$ cat config.mk
export PLATFORM = sky130hd
export DESIGN_NAME = ex_mdu
export DESIGN_NICKNAME = d
export VERILOG_FILES = /design/src/rtl/ex_mdu_pkg.sv /design/src/rtl/mdu_div.sv /design/src/rtl/ex_mdu.sv
export SDC_FILE = /design/constraint.sdc
export NUM_CORES = 1
export LEC_CHECK = 0
export ABC_AREA = 1
export BUFFER_PORTS_ARGS = -buffer_cell sky130_fd_sc_hd__buf_2
export CELL_PAD_IN_SITES_DETAIL_PLACEMENT = 1
export CELL_PAD_IN_SITES_GLOBAL_PLACEMENT = 2
export CORE_UTILIZATION = 34
export DETAILED_ROUTE_END_ITERATION = 10
export PLACE_DENSITY_LB_ADDON = 0.1
export REMOVE_ABC_BUFFERS = 1
export SLEW_MARGIN = 15
export SYNTH_ARGS = -nofsm -noshare
export SYNTH_HDL_FRONTEND = slang
export SYNTH_SLANG_ARGS = --single-unit
export TNS_END_PERCENT = 50
$ cat constraint.sdc
create_clock -name clk -period 2.7 [get_ports clk]
set_input_delay 0.54 -clock clk [delete_from_list [all_inputs] [get_ports clk]]
set_output_delay 0.54 -clock clk [all_outputs]
set_load 0.05 [all_outputs]
$ cat src/rtl/ex_mdu_pkg.sv
// ex_mdu_pkg: shared constants and types for the M-extension multiply/divide unit.
// Latency: n/a (declarations only).
// Backpressure: n/a.
// Holds the MULDIV funct7 tag, the eight funct3 opcodes, the FSM state encoding
// and the destination-tag bundle carried from accept to writeback.
package ex_mdu_pkg;

    localparam logic [6:0] MULDIV_FUNCT7 = 7'b0000001;

    localparam logic [2:0] F3_MUL    = 3'b000;
    localparam logic [2:0] F3_MULH   = 3'b001;
    localparam logic [2:0] F3_MULHSU = 3'b010;
    localparam logic [2:0] F3_MULHU  = 3'b011;
    localparam logic [2:0] F3_DIV    = 3'b100;
    localparam logic [2:0] F3_DIVU   = 3'b101;
    localparam logic [2:0] F3_REM    = 3'b110;
    localparam logic [2:0] F3_REMU   = 3'b111;

    typedef enum logic [1:0] {
        IDLE = 2'd0,
        CALC = 2'd1,
        DONE = 2'd2
    } mdu_state_t;

    typedef struct packed {
        logic [4:0] wd;
        logic       wreg;
    } mdu_tag_t;

endpackage

$ cat src/rtl/mdu_div.sv
// mdu_div: radix-2 restoring divider on unsigned magnitudes, plus the shared iteration counter.
// Latency: one quotient bit per step; last is high on the XLEN-th step.
// Backpressure: none; the parent gates load/step (step low holds every register).
// Ports: clk, rst (sync, high), clr (abort), load (capture dvd/dvs, zero counter),
//        step (one iteration), dvd/dvs magnitudes in, quo/rem out, last (final step).
module mdu_div
    import ex_mdu_pkg::*;
#(
    parameter int XLEN = 32
) (
    input  logic            clk,
    input  logic            rst,
    input  logic            clr,
    input  logic            load,
    input  logic            step,
    input  logic [XLEN-1:0] dvd,
    input  logic [XLEN-1:0] dvs,
    output logic [XLEN-1:0] quo,
    output logic [XLEN-1:0] rem,
    output logic            last
);
    localparam int CW = $clog2(XLEN);

    logic [XLEN-1:0] quo_q;
    logic [XLEN-1:0] rem_q;
    logic [XLEN-1:0] dvs_q;
    logic [CW-1:0]   cnt_q;

    // Shift the next dividend bit into the partial remainder and trial-subtract.
    // When the subtraction succeeds the difference is below the divisor, so the
    // low XLEN bits of a plain XLEN-wide subtract are exact.
    logic [XLEN:0]   partial;
    logic [XLEN-1:0] sub;
    logic            ge;

    always_comb begin
        partial = {rem_q, quo_q[XLEN-1]};
        sub     = partial[XLEN-1:0] - dvs_q;
        ge      = (partial >= {1'b0, dvs_q});
    end

    always_ff @(posedge clk) begin
        if (rst || clr) begin
            quo_q <= '0;
            rem_q <= '0;
            dvs_q <= '0;
            cnt_q <= '0;
        end else if (load) begin
            quo_q <= dvd;
            rem_q <= '0;
            dvs_q <= dvs;
            cnt_q <= '0;
        end else if (step) begin
            cnt_q <= cnt_q + 1'b1;
            rem_q <= ge ? sub : partial[XLEN-1:0];
            quo_q <= {quo_q[XLEN-2:0], ge};
        end
    end

    assign quo  = quo_q;
    assign rem  = rem_q;
    assign last = (cnt_q == CW'(XLEN - 1));

endmodule

$ cat src/rtl/ex_mdu.sv
// ex_mdu: RV M-extension multiply/divide unit (FSM, operand conditioning, multiplier, result mux).
// Latency: divide XLEN+1 (zero divisor / signed overflow 1); multiply XLEN+1, or 1 with MDU_FAST_MUL_EN.
// Backpressure: ready_o high only in IDLE; no output backpressure; rdy low freezes all state.
// Ports: clk, rst (sync, high), rdy (global enable), flush (abort), valid_i/ready_o request
//        handshake, funct3_i/op1_i/op2_i/wd_i/wreg_i request, valid_o/result_o/wd_o/wreg_o result.
// Build option: define MDU_FAST_MUL_EN for a single-cycle multiplier instead of shift-add.
module ex_mdu
    import ex_mdu_pkg::*;
#(
    parameter int XLEN = 32
) (
    input  logic            clk,
    input  logic            rst,
    input  logic            rdy,
    input  logic            flush,
    input  logic            valid_i,
    output logic            ready_o,
    input  logic [2:0]      funct3_i,
    input  logic [XLEN-1:0] op1_i,
    input  logic [XLEN-1:0] op2_i,
    input  logic [4:0]      wd_i,
    input  logic            wreg_i,
    output logic            valid_o,
    output logic [XLEN-1:0] result_o,
    output logic [4:0]      wd_o,
    output logic            wreg_o
);
    mdu_state_t      state_q;
    logic [2:0]      f3_q;
    logic [XLEN-1:0] op1_q;
    logic [XLEN-1:0] mag1_q;
    logic            neg_q;      // quotient / product sign
    logic            neg_r_q;    // remainder sign (follows the dividend)
    logic            byp_zero_q;
    logic            byp_ovf_q;
    mdu_tag_t        tag_q;

    // Operand conditioning: signed operands are reduced to magnitudes, the sign is fixed up at the end.
    logic            sgn1, sgn2, neg1, neg2, is_div_i, div_zero, div_ovf, accept, step;
    logic [XLEN-1:0] mag1, mag2;

    always_comb begin
        sgn1     = (funct3_i == F3_MULH) || (funct3_i == F3_MULHSU) ||
                   (funct3_i == F3_DIV)  || (funct3_i == F3_REM);
        sgn2     = (funct3_i == F3_MULH) || (funct3_i == F3_DIV) || (funct3_i == F3_REM);
        neg1     = sgn1 & op1_i[XLEN-1];
        neg2     = sgn2 & op2_i[XLEN-1];
        mag1     = neg1 ? -op1_i : op1_i;
        mag2     = neg2 ? -op2_i : op2_i;
        is_div_i = funct3_i[2];
        div_zero = (op2_i == '0);
        div_ovf  = ((funct3_i == F3_DIV) || (funct3_i == F3_REM)) &&
                   (op1_i == {1'b1, {(XLEN-1){1'b0}}}) && (op2_i == '1);
    end

    assign ready_o = (state_q == IDLE);
    assign accept  = ready_o & valid_i & rdy;
    assign step    = (state_q == CALC) & rdy;

    logic [XLEN-1:0] div_quo, div_rem;
    logic            div_last;

    // The divider also owns the iteration counter that paces the iterative multiplier.
    mdu_div #(.XLEN(XLEN)) u_div (
        .clk  (clk),
        .rst  (rst),
        .clr  (flush),
        .load (accept),
        .step (step),
        .dvd  (mag1),
        .dvs  (mag2),
        .quo  (div_quo),
        .rem  (div_rem),
        .last (div_last)
    );

    logic [2*XLEN-1:0] mag_prod;

`ifdef MDU_FAST_MUL_EN
    localparam logic FAST_MUL = 1'b1;
    logic [XLEN-1:0] mag2_q;

    always_ff @(posedge clk) begin
        if (rst) begin
            mag2_q <= '0;
        end else if (accept && !flush) begin
            mag2_q <= mag2;
        end
    end

    assign mag_prod = {{XLEN{1'b0}}, mag1_q} * {{XLEN{1'b0}}, mag2_q};
`else
    localparam logic FAST_MUL = 1'b0;
    // Shift-add: low half starts as the multiplier and is consumed LSB first
    // while product bits shift in from the top.
    logic [XLEN-1:0] p_hi, p_lo;
    logic [XLEN:0]   sum;

    assign sum = {1'b0, p_hi} + (p_lo[0] ? {1'b0, mag1_q} : '0);

    always_ff @(posedge clk) begin
        if (rst || flush) begin
            p_hi <= '0;
            p_lo <= '0;
        end else if (accept) begin
            p_hi <= '0;
            p_lo <= mag2;
        end else if (step) begin
            p_hi <= sum[XLEN:1];
            p_lo <= {sum[0], p_lo[XLEN-1:1]};
        end
    end

    assign mag_prod = {p_hi, p_lo};
`endif

    // Result mux evaluated in DONE.
    logic [2*XLEN-1:0] prod_fix;
    logic [XLEN-1:0]   quo_fix, rem_fix, res;

    always_comb begin
        prod_fix = neg_q   ? -mag_prod : mag_prod;
        quo_fix  = neg_q   ? -div_quo  : div_quo;
        rem_fix  = neg_r_q ? -div_rem  : div_rem;
        res      = '0;
        if (!f3_q[2]) begin
            res = (f3_q == F3_MUL) ? prod_fix[XLEN-1:0] : prod_fix[2*XLEN-1:XLEN];
        end else if (byp_zero_q) begin
            res = f3_q[1] ? op1_q : '1;
        end else if (byp_ovf_q) begin
            res = f3_q[1] ? '0 : op1_q;
        end else begin
            res = f3_q[1] ? rem_fix : quo_fix;
        end
    end

    always_ff @(posedge clk) begin
        if (rst) begin
            state_q    <= IDLE;
            valid_o    <= 1'b0;
            result_o   <= '0;
            wd_o       <= '0;
            wreg_o     <= 1'b0;
            f3_q       <= '0;
            op1_q      <= '0;
            mag1_q     <= '0;
            neg_q      <= 1'b0;
            neg_r_q    <= 1'b0;
            byp_zero_q <= 1'b0;
            byp_ovf_q  <= 1'b0;
            tag_q      <= '0;
        end else if (flush) begin
            state_q  <= IDLE;
            valid_o  <= 1'b0;
            result_o <= '0;
            wd_o     <= '0;
            wreg_o   <= 1'b0;
        end else if (rdy) begin
            valid_o  <= 1'b0;
            result_o <= '0;
            wd_o     <= '0;
            wreg_o   <= 1'b0;
            unique case (state_q)
                IDLE: begin
                    if (valid_i) begin
                        f3_q       <= funct3_i;
                        op1_q      <= op1_i;
                        mag1_q     <= mag1;
                        neg_q      <= neg1 ^ neg2;
                        neg_r_q    <= neg1;
                        byp_zero_q <= is_div_i & div_zero;
                        byp_ovf_q  <= is_div_i & div_ovf;
                        tag_q      <= '{wd: wd_i, wreg: wreg_i};
                        if (is_div_i ? (div_zero | div_ovf) : FAST_MUL) begin
                            state_q <= DONE;
                        end else begin
                            state_q <= CALC;
                        end
                    end
                end
                CALC: begin
                    if (div_last) begin
                        state_q <= DONE;
                    end
                end
                DONE: begin
                    valid_o  <= 1'b1;
                    result_o <= res;
                    wd_o     <= tag_q.wd;
                    wreg_o   <= tag_q.wreg;
                    state_q  <= IDLE;
                end
                default: state_q <= IDLE;
            endcase
        end
    end

endmodule

-- Word-level counts from Yosys, hierarchy flattened
Index checks and enable logic that the tools add are counted.
W data, S select, Z words.
- bits in registers: 283
- input bits: 78
- output and inout bits: 40
- logic and storage cells: 94
- $add $sub $neg: 8
- magnitude comparators: 1
- eq/ne operators: 11
- muxes and demuxes: 27
- bitwise gates (word level): 10
- reduce and logical (&&, ||, !) cells: 17
- operators by type and width (cell ; count):
    $mux W32 ; 18
    $neg A32 Y32 ; 4
    $eq A32 B32 Y1 const B ; 2
    $mux W64 ; 1
    $neg A64 Y64 ; 1
    $add A32 B32 Y33 ; 1
    $ge A33 B32 Y1 ; 1
    $logic_not A32 Y1 ; 1
    $sub A32 B32 Y32 ; 1
    $and A1 B1 Y1 ; 7
    $logic_or A1 B1 Y1 ; 7
    $eq A3 B3 Y1 const B ; 2
    $mux W2 ; 3
    $add A5 B1 Y5 const B ; 1
    $eq A5 B5 Y1 const B ; 1
    $mux W5 ; 1
    $ne A2 B2 Y1 const B ; 2
    $pmux W2 S2 ; 1
    $reduce_and A4 Y1 ; 1
    $reduce_or A2 Y1 ; 2
    $eq A3 B1 Y1 const B ; 1
    $eq A3 B2 Y1 const B ; 1
    $logic_not A3 Y1 ; 1
    $mux W1 ; 3
    other kinds (9) ; 10

-- Logic depth before layout (Yosys ltp)
Gate-level depths: netlist (run 1).
- depth in word-level cells: 9
- depth in mapped cells: 17
- gate-level depth less buffers: 17

-- Hierarchy
From an unflattened synthesis (run 1), not the netlist that was laid out.
- cell total of the unflattened synthesis: 3933
- area total of the unflattened synthesis: 23248.5 sq um
- by module, submodules not included (module ; instances ; cells each ; area each (sq um) ; seq. area each (sq um)):
    ex_mdu ; 1 ; 2863 ; 16428.3 ; 3623.5
    mdu_div ; 1 ; 1070 ; 6820.3 ; 2021.9

-- Worst setup path after synthesis (run 1)
No wires, ideal clock.
- path type: reg-to-reg
- start: reg p_lo[0]
- end: reg p_hi[23]
- library setup time: 115 ps
- data arrival time: 2276 ps
- required time: 2585 ps
- setup slack: 308 ps
- stages on the path, launching flop included: 16
- path buffers: 2
- clock period less this slack: 2392 ps
- cells stage by stage: dfxtp_1 buf_2 clkbuf_1 nand2_1 inv_1 ha_1 a21oi_1 o21ai_0 a21oi_1 o21ai_0 a21oi_1 o21ai_0 nand2_1 nand2_1 o21ai_0 inv_1
- word-level cells in the longest chain between the ends: 2
- ends and longest elaborated chain (element ; RTL line ; source):
    start: declaration ; ex_mdu.sv:96 ; logic [XLEN-1:0] p_hi, p_lo;
    start signal: assignment ; ex_mdu.sv:107 ; p_lo <= mag2;
    start signal: assignment ; ex_mdu.sv:110 ; p_lo <= {sum[0], p_lo[XLEN-1:1]};
    $mux W32 ; ex_mdu.sv:99 ; assign sum = {1'b0, p_hi} + (p_lo[0] ? {1'b0, mag1_q} : '0);
    $add A32 B32 Y33 ; ex_mdu.sv:99 ;
    end signal: assignment ; ex_mdu.sv:109 ; p_hi <= sum[XLEN:1];
    end: declaration ; ex_mdu.sv:96 ;
Every way passes these cells.
A chain may end at the register's enable or synchronous reset.

-- Final worst setup path (run 1)
- start: reg u_div.quo_q[31], in the netlist u_div.quo[31]
- end: reg u_div.rem_q[24], in the netlist u_div.rem[24]
- word-level cells in the longest chain between the ends: 2
- elaborated cells between the ends (all ways): 3
- those cells by class: 1 x add/sub; 1 x order compare; 1 x mux
- ends and longest elaborated chain (element ; RTL line ; source):
    start: declaration ; mdu_div.sv:24 ; logic [XLEN-1:0] quo_q;
    start signal: assignment ; mdu_div.sv:49 ; quo_q <= dvd;
    start signal: assignment ; mdu_div.sv:56 ; quo_q <= {quo_q[XLEN-2:0], ge};
    $sub A32 B32 Y32 / $ge A33 B32 Y1 (equally long branches) ; mdu_div.sv:38, mdu_div.sv:39 ;
    $mux W32 (*) ; mdu_div.sv:55 ; rem_q <= ge ? sub : partial[XLEN-1:0];
    end signal: assignment ; mdu_div.sv:55 ;
    end: declaration ; mdu_div.sv:25 ; logic [XLEN-1:0] rem_q;
Every way passes the cells marked *; elsewhere a longest branch is shown, timed or not.

==> results of run 1 <==
## per-stage QoR
stage	total power, mW	cells	util	worst slack (ns)	cell area, um2
global placement	7.97	4601	0.383	-0.248	24200
global route	13.6	4665	0.404	-0.0802	25500
CTS	13.0	4664	0.402	-0.0120	25400
finish	13.0	4666	0.404	0.0910	25600
floorplan	6.44	3478	-	-6.67	21200
detailed placement	8.02	4601	0.383	-0.302	24200
## what timing repair did
action	4_1_cts	5_1_grt
pin swaps	0	2
endpoints found under the setup margin	9	38
endpoints found under the hold margin	0	0
resized for setup	5	48
hold buffers	0	0
buffers inserted	0	1
## cell usage in the layout (no fill, tap or decap), types with 8 or more instances in the layout
master | Yosys | routed
nor2_1 | 341 | 332
inv_1 | 416 | 412
nand4_1 | 50 | 50
dfxtp_1 | 282 | 279
xor2_1 | 40 | 40
buf_4 | 1 | 146
inv_2 | 11 | 13
nor4_1 | 14 | 13
a31oi_1 | 37 | 37
nor3_1 | 40 | 38
a21oi_2 | 2 | 12
nand2_1 | 866 | 861
nand3b_1 | 11 | 11
a21oi_1 | 347 | 336
xnor2_1 | 38 | 37
o211ai_1 | 19 | 19
o21a_1 | 11 | 11
nand3_1 | 354 | 354
clkbuf_16 | 0 | 38
o21ai_1 | 16 | 31
buf_2 | 42 | 117
nand3_2 | 14 | 14
o21ai_0 | 340 | 324
a21o_1 | 13 | 13
o21bai_1 | 27 | 27
ha_1 | 72 | 68
o22ai_1 | 29 | 29
nor2_2 | 8 | 14
nand2_2 | 10 | 15
clkbuf_1 | 103 | 9
buf_12 | 0 | 14
a221oi_1 | 27 | 27
nor3_2 | 8 | 8
## critical path: cells and delay by family (launching register included)
kind / cells / cell delay, ns
and+or+nand+nor: 6 / 0.58
DFF: 1 / 0.33
buffers and inverters: 2 / 0.23
adders and majority gates: 2 / 0.65
AOI/OAI and AO/OA: 3 / 0.52
xor gates and xnor gates: 1 / 0.17
## sequential cells by signal, summed over array words and instances, names as in the netlist, 5 cells and up
| signal | cells |
|---|---|
| u_div.rem | 32 |
| result_o | 32 |
| tag_q | 6 |
| op1_q | 32 |
| u_div.cnt_q | 5 |
| u_div.quo | 32 |
| p_lo | 32 |
| wd_o | 5 |
| u_div.dvs_q | 32 |
| mag1_q | 31 |
| p_hi | 32 |
## power breakdown
group	switching (mW)	internal [mW]
combinational	2.49	1.14
sequential	0.115	4.28
clock	2.08	2.91
## worst paths after layout
path                  from            end
max          u_div.quo[31]  u_div.rem[24]
min                wd_i[2]       tag_q[3]
max reg2reg  u_div.quo[31]  u_div.rem[24]
min reg2reg       tag_q[5]        wd_o[4]
## layout make-up
class,instances,area (um2),share of cell area
inverters,431,1620,0.0634
well taps,846,1060,0.0414
clock buffers,52,1050,0.0412
repair buffers,278,1970,0.0772
clock inverters,11,126,0.00495
flip-flops and latches,282,5650,0.221
diodes,1,2.50,0.0000979
multi-input cells,2765,14100,0.551
## cells by family (layout without fill, tap and decap cells)
group / Yosys count / in the layout / synth area share
adder cells (fa/ha/maj): 74 / 74 / 0.0430
flip-flops: 282 / 282 / 0.258
XOR/XNOR: 78 / 78 / 0.0312
AND/OR/NAND/NOR: 1730 / 1730 / 0.341
buffers and inverters: 594 / 772 / 0.106
other: 0 / 1 / 0
AO/OA/AOI/OAI: 883 / 883 / 0.221
## layer usage
metal,vias to the layer above,global-route usage,wire length [um]
li1,12400,-,-
met1,12800,0.450,51100
met2,671,0.533,50000
met3,141,0.0308,5250
met4,2,0.102,3340
met5,-,0,13
==> key figures, run 1 <==
Logic synthesis
  • Dominant synthesized flop cell: dfxtp_1
  • Number of synthesized flops with an enable pin: 0
  • FF+latch count, synth: 282
  • Fraction of registers with async set/reset: 0
  • Mean Syn Cell Area: 6.01 um2
  • Post-Syn Area: 21900 um2
  • Area share of the largest cell type after synthesis: 0.258
  • Seq/Total Area, Yosys: 0.258
  • Most common cell in the netlist: nand2_1
  • Synth area leader: dfxtp_1
  • Library cells used by synthesis: 50
  • Synth top area cells: dfxtp_1 26%, nand2_1 15%, nand3_1 8.1%, a21oi_1 7.9%, o21ai_0 7.8%
  • Synth Instances: 3641
  • Commonest cells in the netlist: 866 x nand2_1, 416 x inv_1, 354 x nand3_1
  • Ys Warns: 0

Routing
  • Starting DRT DRC Count: about 2k
  • Routed wire length: about 110000 um
  • Via/cell ratio: 5.58
  • Vias post-DR: 26.0k
  • WL per Instance: 23.5 um
  • DRC: 0
  • ANT nets after route: 0
  • DR pass1 iterations: 5

GRT
  • Gr ovfl total: 0
  • Vias in the first global route: approximately 26k
  • Global-route wire length before repair: 163000 um
  • Pin count of the biggest net entering global routing: between 80 and 90
  • Initial antenna violation count: 3
  • Total GRT Usage: 0.326

Timing
  • Achievable Freq: between 300 and 400 MHz
  • Final Max Tran Viols: 0
  • Worst hold slack: ~0.22 ns
  • RSZ-0062 raised after global routing: yes
  • Fin crit period: roughly 2.6 ns
  • Worst Skew: roughly 0.015 ns
  • Fin. Hold Viols: 0
  • Slew margin rel.: 0.493
  • Setup TNS: 0 ns
  • Final worst path period share: 0.966
  • Slew @ Worst Pin: about 0.76 ns
  • Final setup viols: 0

Power
  • Leak Pwr: ~12 nW
  • Worst vdd ir: around 0.44 mV
  • Power per cell area: 509 nW/um2

Worst setup path
  • Worst Path Max Fanout: 4
  • CP Capture Type: flip-flop
  • Worst path slowest cell: fa_1
  • Critical Path Start Type: flip-flop
  • CP max stage delay: 0.41 ns
  • Worst Reg-to-Reg Cells: 14
  • Required @ worst endpoint: between 3 and 4 ns
  • Flop-to-flop setup slack: just over 0.09 ns
  • Critical path, cell by cell: inv_1, ha_2, inv_1, fa_1, nand3_1, nand2_1, a21boi_2, o21ai_1, nand2_1, nand3_1, xor2_1, nand2_1, nand3_1, a21oi_1
  • WS Path Type: reg2reg
  • Crit path DAT: about 3.0 ns

Hold path
  • Hold WC Path Type: in2reg
  • Hold Path Cell Cnt: 3

Place
  • Dpl hpwl: slightly below 90000 um
  • Final GP Congestion: around 0.97
  • # port buffers: between 100 and 150

Clock network
  • Max clock buf depth: 3
  • # H-tree levels: 2
  • Clock slew at reported path FFs: approximately 0.06 ns
  • Root buf cell: clkbuf_16
  • CTS Buf Count: 37
  • Clock latency on the worst-skew pair: ~0.57 ns
  • TritonCTS clock tree: yes
  • Clock sink count: approximately 280

Floorplan
  • Width of the die: approximately 260 um
  • Die height: approximately 260 um
  • Core Box Area: roughly 63000 um2
  • Number of core rows: between 90 and 100
  • Initial Util: 0.346
  • I/O pins: 118
  • Die ar.: ~65000 um2

Run status
  • Status: finished, final reports clean

Finish
  • Nets: between 3k and 4k
  • Fillers: 8484
  • Area Overhead vs Synth: 16.7%
  • Layout cells sized above 1: 0.115

Flow run
  • MaxCap Viol Count: 0
(Power assumes the default switching activity.)
==> run 2, diff against run 1 <==
--- a/config.mk
+++ b/config.mk
@@ -9,6 +9,7 @@
 export BUFFER_PORTS_ARGS = -buffer_cell sky130_fd_sc_hd__buf_2
 export CELL_PAD_IN_SITES_DETAIL_PLACEMENT = 1
 export CELL_PAD_IN_SITES_GLOBAL_PLACEMENT = 2
+export CORE_ASPECT_RATIO = 1.1
 export CORE_UTILIZATION = 34
 export DETAILED_ROUTE_END_ITERATION = 10
 export PLACE_DENSITY_LB_ADDON = 0.1
==> constraint.sdc (replaced) <==
create_clock -name clk -period 2.6 [get_ports clk]
set_input_delay 0.52 -clock clk [delete_from_list [all_inputs] [get_ports clk]]
set_output_delay 0.52 -clock clk [all_outputs]
set_load 0.05 [all_outputs]
==> key figures, run 2 (synthesized netlist as in run 1, its figures left out) <==
Run status
  • Status: finished, final reports clean

Routing
  • DRC: 0 (unchanged)
  • ANT nets after route: 0 (unchanged)
  • Vias post-DR: 26.8k (+3.0%)
  • Starting DRT DRC Count: 1912 (-6.6%)
  • WL per Instance: 24.3 um (+3.5%)
  • DR pass1 iterations: 6 (+1)
  • Via/cell ratio: 5.67 (+1.7%)
  • Routed wire length: 115000 um (+4.8%)

Worst setup path
  • Required @ worst endpoint: 3.11 ns (-0.02 ns)
  • Critical path, cell by cell: buf_12, buf_4, nand2_1, inv_1, ha_4, nand2_1, nor2_1, inv_1, nor2_1, nand4_1, a21o_1, nand3_1, nand2_1, inv_1
  • Critical path buffer and inverter count: 5 (+3)
  • Worst setup startpoint: p_lo[0]
  • Worst Path Max Fanout: 25 (+21)
  • WS Path Type: reg2reg
  • CP Capture Type: flip-flop
  • Crit path DAT: 3.05 ns (about the same)
  • Cell family with most CP delay: simple AND/OR/NAND/NOR gates
  • CP max stage delay: 0.32 ns (-0.09 ns)
  • Worst path slowest cell: dfxtp_1
  • Critical Path Start Type: flip-flop
  • RR Startpoint: p_lo[0]

Floorplan
  • Die ar.: 65400 um2 (about the same)
  • Die height: 268 um (+4.8%)
  • I/O pins: 118 (unchanged)
  • Width of the die: 244 um (-4.6%)
  • Core Box Area: 63700 um2 (+0.64%)
  • Number of core rows: 97 (+5.4%)
  • Initial Util: 0.344 (-0.00221)

Finish
  • Commonest cells after routing, fill and taps aside: 853 x nand2_1, 409 x inv_1, 348 x nand3_1, 330 x a21oi_1, 323 x nor2_1
  • Area Overhead vs Synth: 21.0%
  • Final core occ: 0.416 (+0.0120)
  • Ant. Diodes: 0 (-1)
  • Layout cells sized above 1: 0.145 (+0.0295)
  • Most common cell after layout, fill and taps aside: nand2_1
  • Nets: 4007 (+1.5%)

Place
  • Final GP Congestion: 0.954 (-1.6%)
  • # port buffers: 117 (unchanged)
  • Dpl hpwl: 91800 um (+4.0%)
  • Pre-CTS setup slack: -0.0716 ns (+0.230 ns)

Power
  • Leak Pwr: 12.6 nW (+3.7%)
  • Worst vdd ir: 0.427 mV (-3.1%)
  • Power per cell area: 541 nW/um2 (+6.2%)

GRT
  • Gr ovfl total: 0 (unchanged)
  • Vias in the first global route: 27.2k (+5.2%)
  • Global-route wire length before repair: 171000 um (+5.0%)
  • Total GRT Usage: 0.346 (+0.0203)
  • Pin count of the biggest net entering global routing: 66 (-20%)
  • Initial antenna violation count: 1 (-2)

Timing
  • Worst Setup Slack, final: 0.0570 ns (-0.0340 ns)
  • Worst Skew: 0.0223 ns (+0.00722 ns)
  • Final Max Tran Viols: 0 (unchanged)
  • RSZ-0062 raised after global routing: yes
  • Setup TNS: 0 ns (unchanged)
  • Fin crit period: 2.54 ns (-0.0660 ns)
  • Final worst path period share: 0.978 (+0.0118)
  • Fin. Hold Viols: 0 (unchanged)
  • Achievable Freq: 393 MHz (+2.6%)
  • Slew @ Worst Pin: 0.926 ns (+0.168 ns)
  • Final setup viols: 0 (unchanged)
  • Slew margin rel.: 0.381 (-0.112)

Clock network
  • Root buf cell: clkbuf_16
  • TritonCTS clock tree: yes
  • Clock slew at reported path FFs: 0.06 ns (about the same)
  • Max clock buf depth: 3 (unchanged)
  • Clock latency on the worst-skew pair: 0.58 ns (about the same)
  • CTS Buf Count: 39 (+5.4%)
  • # H-tree levels: 2 (unchanged)
  • Clock sink count: 282 (unchanged)

Flow run
  • MaxCap Viol Count: 0 (unchanged)

Hold path
  • Hold WC Path Type: in2reg
  • HP Start: wd_i[3]
run 2: changes by cell type in the layout (fill, tap and decap cells not counted), moves of 6 or more:
cell | before | now
buf_4 | 146 | 203
o21ai_1 | 31 | 38
nor2_1 | 332 | 323
a21oi_2 | 12 | 18
o21ai_0 | 324 | 316
ha_4 | 0 | 10
nand3_2 | 14 | 20
nand2_1 | 861 | 853
ha_1 | 68 | 56
a21oi_1 | 336 | 330
nand3_1 | 354 | 348
clkbuf_1 | 9 | 3
nand2_2 | 15 | 23
nor2_2 | 14 | 23
run 2: timing repair:
action,in CTS,in global routing
hold buffers,0,0
pin swaps,1,9
resized for setup,6,112
setup endpoints to repair,26,69
buffers inserted,1,4
endpoints found under the hold margin,0,0
run 2: area by class of cell:
type,instances,area [um2]
Sequential cell,282,5650
Clock inverter,19,243
Clock buffer,51,1130
Timing Repair Buffer,336,2430
Inverter,431,1620
Tap cell,841,1050
Fill cell,8511,37200
Multi-Input combinational cell,2765,14400
run 2: metal layers:
layer	vias up	wire length [um]	track usage
met2	798	53800	0.585
met3	192	5610	0.0305
met1	13200	51000	0.457
met5	-	0	0
li1	12600	-	-
met4	0	4530	0.128
run 2: path summary, 6_finish.rpt:
path	end	depth (start not counted)	slack (ns)
setup reg to reg	p_hi[24]	14	0.06
hold / removal	tag_q[4]	3	0.19
setup / recovery	p_hi[24]	14	0.06
hold reg to reg	wd_o[0]	2	0.46
run 2: power by group:
group / internal (mW) / leakage, nW / switching (mW)
Sequential: 4.44 / 2.29 / 0.121
Clock: 3.58 / 0.675 / 2.34
Combinational: 1.22 / 9.64 / 2.62
run 2: metrics by stage:
| stage | hold WS (ns) | std cells | area (um2) | total power, mW |
|---|---|---|---|---|
| 2_1_floorplan | 0.432 | 3478 | 21200 | 6.68 |
| 6_report | 0.191 | 4725 | 26500 | 14.3 |
| 3_3_place_gp | 0.446 | 4650 | 24700 | 8.32 |
| 5_1_grt | 0.189 | 4725 | 26500 | 14.9 |
| 3_5_place_dp | 0.456 | 4650 | 24700 | 8.37 |
| 4_1_cts | 0.160 | 4721 | 26100 | 14.3 |
run 2: worst reg2reg max path, cell delays in order, from the launching register on:
cell and delay (ns):
dfxtp_1 0.32, buf_12 0.16, buf_4 0.18, nand2_1 0.07, inv_1 0.11, ha_4 0.33
nand2_1 0.09, nor2_1 0.20, inv_1 0.11, nor2_1 0.23, nand4_1 0.20, a21o_1 0.23
nand3_1 0.12, nand2_1 0.07, inv_1 0.05
==> run 3, diff against run 2 <==
==> constraint.sdc (replaced) <==
create_clock -name clk -period 2.7 [get_ports clk]
set_input_delay 0.54 -clock clk [delete_from_list [all_inputs] [get_ports clk]]
set_output_delay 0.54 -clock clk [all_outputs]
set_load 0.1 [all_outputs]
==> key figures, run 3 (synthesized netlist as in run 1, its figures left out) <==
Timing
  • Worst hold slack: 0.199 ns (+0.00827 ns)
  • Slew margin rel.: 0.497 (+0.116)
  • Fin. Hold Viols: 0 (unchanged)
  • Final setup viols: 0 (unchanged)
  • Final Max Tran Viols: 0 (unchanged)
  • Achievable Freq: 378 MHz (-3.8%)
  • Slew @ Worst Pin: 0.753 ns (-0.173 ns)
  • Final worst path period share: 0.979 (+0.00119)
  • Worst Skew: 0.0317 ns (+0.00940 ns)
  • RSZ-0062 raised after global routing: yes
  • Fin crit period: 2.64 ns (+0.101 ns)

Routing
  • Via/cell ratio: 5.64 (-0.61%)
  • DRC: 0 (unchanged)
  • ANT nets after route: 0 (unchanged)
  • DR pass1 iterations: 5 (-1)
  • Vias post-DR: 26.3k (-1.7%)
  • WL per Instance: 24.1 um (-0.98%)
  • Starting DRT DRC Count: 2053 (+7.4%)
  • Routed wire length: 113000 um (-2.0%)

Place
  • DP Cell Count: 4601 (-1.1%)
  • Final GP Congestion: 0.949 (-0.59%)
  • # port buffers: 117 (unchanged)
  • Dpl hpwl: 90500 um (-1.5%)
  • Placed instance area: 24300 um2 (-1.4%)

GRT
  • Pin count of the biggest net entering global routing: 76 (+15%)
  • Initial antenna violation count: 4 (+3)
  • Gr ovfl total: 0 (unchanged)
  • Vias in the first global route: 26.3k (-3.1%)
  • Total GRT Usage: 0.335 (-0.0111)
  • Global-route wire length before repair: 166000 um (-3.1%)

Worst setup path
  • CP Capture Type: flip-flop
  • WS Path Type: reg2reg
  • Crit path DAT: 3.07 ns (+0.02 ns)
  • Flop-to-flop setup slack: 0.06 ns (about the same)
  • Worst Path Max Fanout: 3 (-88%)
  • Required @ worst endpoint: 3.13 ns (+0.02 ns)
  • Critical Path Start Type: flip-flop

Clock network
  • Clock latency on the worst-skew pair: 0.57 ns (about the same)
  • Clock sink count: 282 (unchanged)
  • Root buf cell: clkbuf_16
  • # H-tree levels: 2 (unchanged)
  • Hold Buf Count CTS: 0 (unchanged)
  • CTS Buf Count: 37 (-5.1%)
  • Clock slew at reported path FFs: 0.06 ns (about the same)
  • Max clock buf depth: 3 (unchanged)
  • TritonCTS clock tree: yes

Flow run
  • MaxCap Viol Count: 0 (unchanged)

Floorplan
  • Initial Util: 0.344 (unchanged)
  • I/O pins: 118 (unchanged)
  • Die ar.: 65400 um2 (unchanged)
  • Core Box Area: 63700 um2 (unchanged)
  • Number of core rows: 97 (unchanged)
  • Die height: 268 um (unchanged)
  • Width of the die: 244 um (unchanged)

Power
  • Tot Pwr: 13.4 mW (-6.4%)
  • Leak Pwr: 12.3 nW (-2.4%)
  • Power per cell area: 520 nW/um2 (-3.7%)
  • Worst vdd ir: 0.365 mV (-15%)

Finish
  • Area Overhead vs Synth: 17.6%
  • Finished Layout Cells: 4675 (-1.1%)
  • Layout cells sized above 1: 0.116 (-0.0291)
  • Commonest cells after routing, fill and taps aside: 864 x nand2_1, 412 x inv_1, 353 x nand3_1, 342 x a21oi_1, 336 x nor2_1
  • Most common cell after layout, fill and taps aside: nand2_1
  • Nets: 3955 (-1.3%)
  • Final instance area: 25700 um2 (-2.8%)

Run status
  • Status: finished, final reports clean

Hold path
  • Hold WC Path Type: in2reg
[run 3: cell type report]
type                    instances  area, um2
diodes                          2       5.00
clock buffers                  53       1100
clock inverters                15        191
fillers                      8530      38000
inverters                     431       1620
multi-input cells            2765      14000
flip-flops and latches        282       5650
well taps                     841       1050
repair buffers                286       2080
[run 3: path summary, 6_finish.rpt]
path	startpoint	end	cells after the start
hold reg to reg	result_o[5]	result_o[5]	2
hold / removal	wd_i[2]	tag_q[3]	3
setup reg to reg	u_div.quo[31]	u_div.rem[20]	14
setup / recovery	u_div.quo[31]	u_div.rem[20]	14
[run 3: metrics by stage]
stage,setup slack (ns),util,TNS [ns]
2_1_floorplan,-6.67,-,-1215.17
3_3_place_gp,-0.0669,0.381,-0.123
3_5_place_dp,-0.0948,0.381,-0.214
4_1_cts,0.0242,0.402,0
5_1_grt,-0.0442,0.404,-0.0548
6_report,0.0560,0.404,0
[run 3: layer usage]
metal / GRT usage / vias to the layer above / wire [um]
met2: 0.574 / 683 / 53500
met3: 0.0300 / 152 / 4760
li1: - / 12400 / -
met4: 0.101 / 8 / 3490
met1: 0.444 / 13100 / 50900
met5: 0 / - / 54
[run 3: what timing repair did]
item,4_1_cts,5_1_grt
resized for setup,2,31
setup endpoints to repair,4,45
gates cloned,0,1
buffers inserted,0,3
pin swaps,0,2
[run 3: where the power goes]
group / leakage (nW) / internal [mW] / total, mW / switching [mW]
Clock: 0.633 / 3.23 / 5.37 / 2.14
Combinational: 9.37 / 1.14 / 3.63 / 2.49
Sequential: 2.29 / 4.28 / 4.40 / 0.118
Total: 12.3 / 8.65 / 13.4 / 4.75
[run 3: critical path, stage by stage (launching register included)]
cell and delay [ns]:
dfxtp_1 0.32, inv_1 0.17, ha_1 0.27, inv_1 0.07, fa_1 0.40, nand3_1 0.10
nand2_1 0.14, nand3_1 0.11, nand3_1 0.20, nand2_1 0.11, nand2_1 0.07, xnor2_1 0.29
nand2_1 0.10, nand3_1 0.08, a21oi_1 0.07
